### src/rtl/rom_word_serializer.sv
// rom_word_serializer
//
// Takes full DATA_WIDTH words from the ROM fetch stage over a valid/ready
// handshake and emits them as a stream of CHUNK_WIDTH chunks, one chunk per
// cycle, with no bubble between consecutive words. The final chunk of each
// word is flagged with out_last, and completed words are counted.
//
// Ports:
//   clk        rising-edge clock
//   rst        asynchronous, active-high reset
//   in_data    word from the ROM fetch stage
//   in_valid   in_data is valid this cycle
//   in_ready   serializer can take a word this cycle (combinational)
//   out_data   current chunk (registered)
//   out_valid  out_data is valid (registered)
//   out_ready  downstream accepts the chunk
//   out_last   out_data is the final chunk of its word (registered)
//   word_cnt   number of words fully emitted, modulo 2^CNT_WIDTH
//   busy       a word is being emitted (same as out_valid)
module rom_word_serializer #(
  parameter int DATA_WIDTH  = 32,
  parameter int CHUNK_WIDTH = 8,
  parameter int MSB_FIRST   = 1,
  parameter int CNT_WIDTH   = 16
) (
  input  logic                   clk,
  input  logic                   rst,
  input  logic [DATA_WIDTH-1:0]  in_data,
  input  logic                   in_valid,
  output logic                   in_ready,
  output logic [CHUNK_WIDTH-1:0] out_data,
  output logic                   out_valid,
  input  logic                   out_ready,
  output logic                   out_last,
  output logic [CNT_WIDTH-1:0]   word_cnt,
  output logic                   busy
);

  localparam int NCHUNK = DATA_WIDTH / CHUNK_WIDTH;
  localparam int IDX_W  = (NCHUNK > 1) ? $clog2(NCHUNK) : 1;
  localparam logic [IDX_W-1:0] LAST_IDX = IDX_W'(NCHUNK - 1);

  localparam logic [0:0] S_IDLE  = 1'b0;
  localparam logic [0:0] S_SHIFT = 1'b1;

  generate
    if ((NCHUNK < 2) || (DATA_WIDTH % CHUNK_WIDTH != 0)) begin : g_bad_params
      $error("rom_word_serializer: DATA_WIDTH must be a multiple of CHUNK_WIDTH with at least 2 chunks");
    end
  endgenerate

  logic [0:0]            state;
  logic [IDX_W-1:0]      idx;
  logic [DATA_WIDTH-1:0] word;

  logic at_last;
  logic in_fire;
  logic out_fire;

  // Chunk k of a word in emission order.
  function automatic logic [CHUNK_WIDTH-1:0] chunk_of(input logic [DATA_WIDTH-1:0] w,
                                                      input int k);
    if (MSB_FIRST != 0) return w[DATA_WIDTH-1-k*CHUNK_WIDTH -: CHUNK_WIDTH];
    else                return w[k*CHUNK_WIDTH +: CHUNK_WIDTH];
  endfunction

  assign at_last  = (idx == LAST_IDX);
  assign out_fire = out_valid && out_ready;
  assign in_fire  = in_valid && in_ready;
  assign busy     = out_valid;

  // A new word can be taken when nothing is held, or when the last chunk of
  // the held word leaves this very cycle; that overlap is what removes the
  // bubble between words.
  always_comb begin
    // NOTE: every output of a combinational block gets a default first, so no
    // path through the block leaves it unassigned and infers a latch.
    in_ready = 1'b0;
    if (!rst) begin
      case (state)
        S_IDLE:  in_ready = 1'b1;
        S_SHIFT: in_ready = at_last && out_ready;
        default: in_ready = 1'b0;
      endcase
    end
  end

  // NOTE: sequential state uses non-blocking assignments only, so every
  // register samples pre-edge values regardless of statement order.
  always_ff @(posedge clk or posedge rst) begin
    if (rst) begin
      state     <= S_IDLE;
      idx       <= '0;
      word      <= '0;
      out_data  <= '0;
      out_valid <= 1'b0;
      out_last  <= 1'b0;
      word_cnt  <= '0;
    end else begin
      if (in_fire) begin
        // Load from IDLE, or chain straight behind the last chunk.
        state     <= S_SHIFT;
        word      <= in_data;
        idx       <= '0;
        out_data  <= chunk_of(in_data, 0);
        out_valid <= 1'b1;
        out_last  <= 1'b0;
      end else if (out_fire) begin
        if (at_last) begin
          state     <= S_IDLE;
          idx       <= '0;
          out_valid <= 1'b0;
          out_last  <= 1'b0;
        end else begin
          idx      <= idx + 1'b1;
          out_data <= chunk_of(word, int'(idx) + 1);
          out_last <= ((idx + 1'b1) == LAST_IDX);
        end
      end

      if (out_fire && at_last) word_cnt <= word_cnt + 1'b1;
    end
  end

endmodule

### config.mk
export PLATFORM = sky130hd
export DESIGN_NAME = rom_word_serializer
export DESIGN_NICKNAME = d
export VERILOG_FILES = /design/src/rtl/rom_word_serializer.sv
export SDC_FILE = /design/constraint.sdc
export NUM_CORES = 1
export LEC_CHECK = 0
export CAP_MARGIN = 10
export CORE_MARGIN = 2
export CORE_UTILIZATION = 40
export CTS_CLUSTER_DIAMETER = 150
export CTS_CLUSTER_SIZE = 14
export DETAILED_ROUTE_END_ITERATION = 12
export HOLD_SLACK_MARGIN = 0.1
export MAX_ROUTING_LAYER = met4
export PLACE_DENSITY = 0.79
export SLEW_MARGIN = 20
export SYNTH_ARGS = -nofsm -noshare
export SYNTH_HDL_FRONTEND = slang
export SYNTH_SLANG_ARGS = --single-unit
export TNS_END_PERCENT = 5
### constraint.sdc
create_clock -name clk -period 1.94 [get_ports clk]
set_input_delay 0.388 -clock clk [delete_from_list [all_inputs] [get_ports clk]]
set_output_delay 0.388 -clock clk [all_outputs]
set_load 0.05 [all_outputs]
==> impl_metrics.env <==
export IMPL_required_ps=1550
export IMPL_cts_buffers=9
export IMPL_ios=64
export IMPL_drive_gt1_share_pct=36.9
export IMPL_die_y_um=85.7
export IMPL_cp_top_family="buffers and inverters"
export IMPL_root_buffer="clkbuf_8"
export IMPL_path_class="reg2out"
export IMPL_via_count=1796
export IMPL_clock_latency_ps=330
export IMPL_max_freq_mhz=530
export IMPL_grt_max_degree=27
export IMPL_syn2layout_area_growth_pct=38.0
export IMPL_synth_top_cell_by_area="dfrtp_1"
export IMPL_post_place_cells=336
export IMPL_post_drt_wl_per_cell_um=15.6
export IMPL_start_kind="register"
export IMPL_max_slew_margin_pct=62.1
export IMPL_leakagePower_nw=1.73
export IMPL_grt_usage_pct=17.1
export IMPL_hold_violations=0
export IMPL_clk_pin_slew_worst_paths_ps=60
export IMPL_ys_seq_area_share_pct=56.3
export IMPL_synth_fp_nets=226
export IMPL_clockBufferDepth=2
export IMPL_fin_crit_sh_pct=97.2
export IMPL_ys_types=27
export IMPL_hpwl_um=4010
export IMPL_overflow=0
export IMPL_synth_cells=187
export IMPL_cts_tree="yes"
export IMPL_rrSetupSlack_ps=60
export IMPL_peakVddDrop_uv=779
export IMPL_slowest_delay_ps=800
export IMPL_drc_errors=0
export IMPL_ys_ff_latch=60
export IMPL_min_path_type="reg2reg"
export IMPL_routed_wl_um=5480
export IMPL_portBuffers=63
export IMPL_rsz0062_at_grt="true"
export IMPL_ant_nets=0
export IMPL_cp_cell_sequence="clkdlybuf4s50_1"
export IMPL_core_area_um2=6390
export IMPL_fin_skew_ps=6.17
export IMPL_synth_top_area_share_pct=56.3
export IMPL_cts_htree_levels=3
export IMPL_powerDensity_nw_per_um2=1500
export IMPL_rows=29
export IMPL_layout_common_cells="60 x dfrtp_1, 38 x clkdlybuf4s50_1, 32 x mux2_2"
export IMPL_drtPass1Iterations=7
export IMPL_worst_path_max_fanout=2
export IMPL_max_cap_violations=0
export IMPL_path_buf_inv=1
export IMPL_setup_violations=0
export IMPL_cpMaxStageDelayCell="clkdlybuf4s50_1"
export IMPL_arrival_ps=1500
export IMPL_mostFrequentLayoutCell="dfrtp_1"
export IMPL_numClockSinks=60
export IMPL_nNetsFinal=309
export IMPL_finalPower_w=0.00551
export IMPL_dieArea_um2=7340
export IMPL_gp_congestion=0.805
export IMPL_initial_core_util_pct=41.8
export IMPL_worstSetupEndpointType="primary output"
export IMPL_fp_dieW_um=85.7
export IMPL_fin_crit_ps=1890
export IMPL_tightestPinTransition_ps=567
export IMPL_drt_iter0_drc=85
export IMPL_cts_setup_buffers=0
export IMPL_final_max_slew_viol_count=0
export IMPL_netlist_area_um2=2670
export IMPL_stdcell_count=351
export IMPL_viasPerCell=5.12
export IMPL_grt_pass1_vias=1882
export IMPL_syn_area_per_cell_um2=14.3
export IMPL_yosysWarnings=0
export IMPL_antenna_found_initial=0
export IMPL_hold_ws_ps=483
export IMPL_n_antenna_cell=0
export IMPL_status="finished clean"
export IMPL_grt_pass1_wl_um=9230
export IMPL_synthTopCellsByArea="dfrtp_1 56%, mux2_2 14%, mux4_2 6.8%"
## power breakdown
| group | internal (W) | switching [W] |
|---|---|---|
| Sequential | 0.00175 | 0.000306 |
| Clock | 0.000621 | 0.000443 |
| Combinational | 0.00125 | 0.00114 |
| Total | 0.00362 | 0.00189 |
## layout make-up
type | count | area (um^2)
fill | 529 | 2710
sequential | 60 | 1500
multi-input combinational | 118 | 1110
timing repair buffer | 79 | 778
clock buffer | 13 | 149
tap | 77 | 96.3
clock inverter | 2 | 35.0
inverter | 2 | 7.51
## kinds of logic after synthesis
group / after synthesis / synth area share, %
AOI/OAI and AO/OA: 20 / 6.43
xor gates and xnor gates: 15 / 4.92
adders and majority gates: 3 / 1.41
buffers and inverters: 9 / 2.63
DFF: 60 / 56.3
muxes: 41 / 20.7
and+or+nand+nor: 39 / 7.65
## per-layer routing
metal	up-vias	GRT usage (%)	wire (um)	share of wire [%]
met5	-	-	0	0
met4	0	8.95	61	1.1
met3	7	3.95	372	6.8
met2	67	25.5	2640	48
met1	890	21.8	2410	44
li1	832	-	-	-
## registers in the layout, summed over array words and instances (netlist names)
name,count
word,32
word_cnt,16
out_data,8
idx,2
out_last,1
state,1
## path summary, 6_finish.rpt
kind | startpoint | endpoint | cells past startpoint
worst min-delay path | word_cnt[15] | word_cnt[15] | 1
worst max register to register | idx[0] | out_data[2] | 5
worst min register to register | word_cnt[15] | word_cnt[15] | 1
max in group asynchronous | rst | word[29] | 4
min in group asynchronous | rst | out_data[1] | 3
worst max-delay path | out_data[0] | out_data[0] | 1
## worst reg2reg max path: stages, from the launching register on
cell and delay (ps):
dfrtp_1 400, inv_2 70, ha_4 360, mux4_2 530
a22o_2 230, a21o_2 180
## synthesized netlist by cell type (all sizes together)
cell type,count
a21boi,1
a21o,8
a21oi,3
a22o,8
and2,1
and3,3
buf,7
dfrtp,60
ha,3
inv,2
mux2,33
mux4,8
nand2,10
nand3,10
nand4,2
nor2,9
nor3,1
nor3b,1
nor4,1
or2,1
xnor2,11
xor2,4
## what timing repair did
action | in CTS | in global routing
pin swaps | 1 | 3
hold buffers | 0 | 0
endpoints found under the setup margin | 9 | 9
gates resized for setup | 9 | 7
## through the flow
stage | setup slack [ps] | util, % | area, um^2 | setup TNS (ps)
floorplan | 14.9 | - | 2690 | 0
global placement | -92.7 | 54.6 | 3490 | -2550
detailed placement | -94.9 | 54.6 | 3490 | -2660
CTS | 11.3 | 57.4 | 3660 | 0
global route | -9.23 | 57.6 | 3680 | -9.23
finish | 54.1 | 57.6 | 3680 | 0
(Power assumes the default switching activity.)
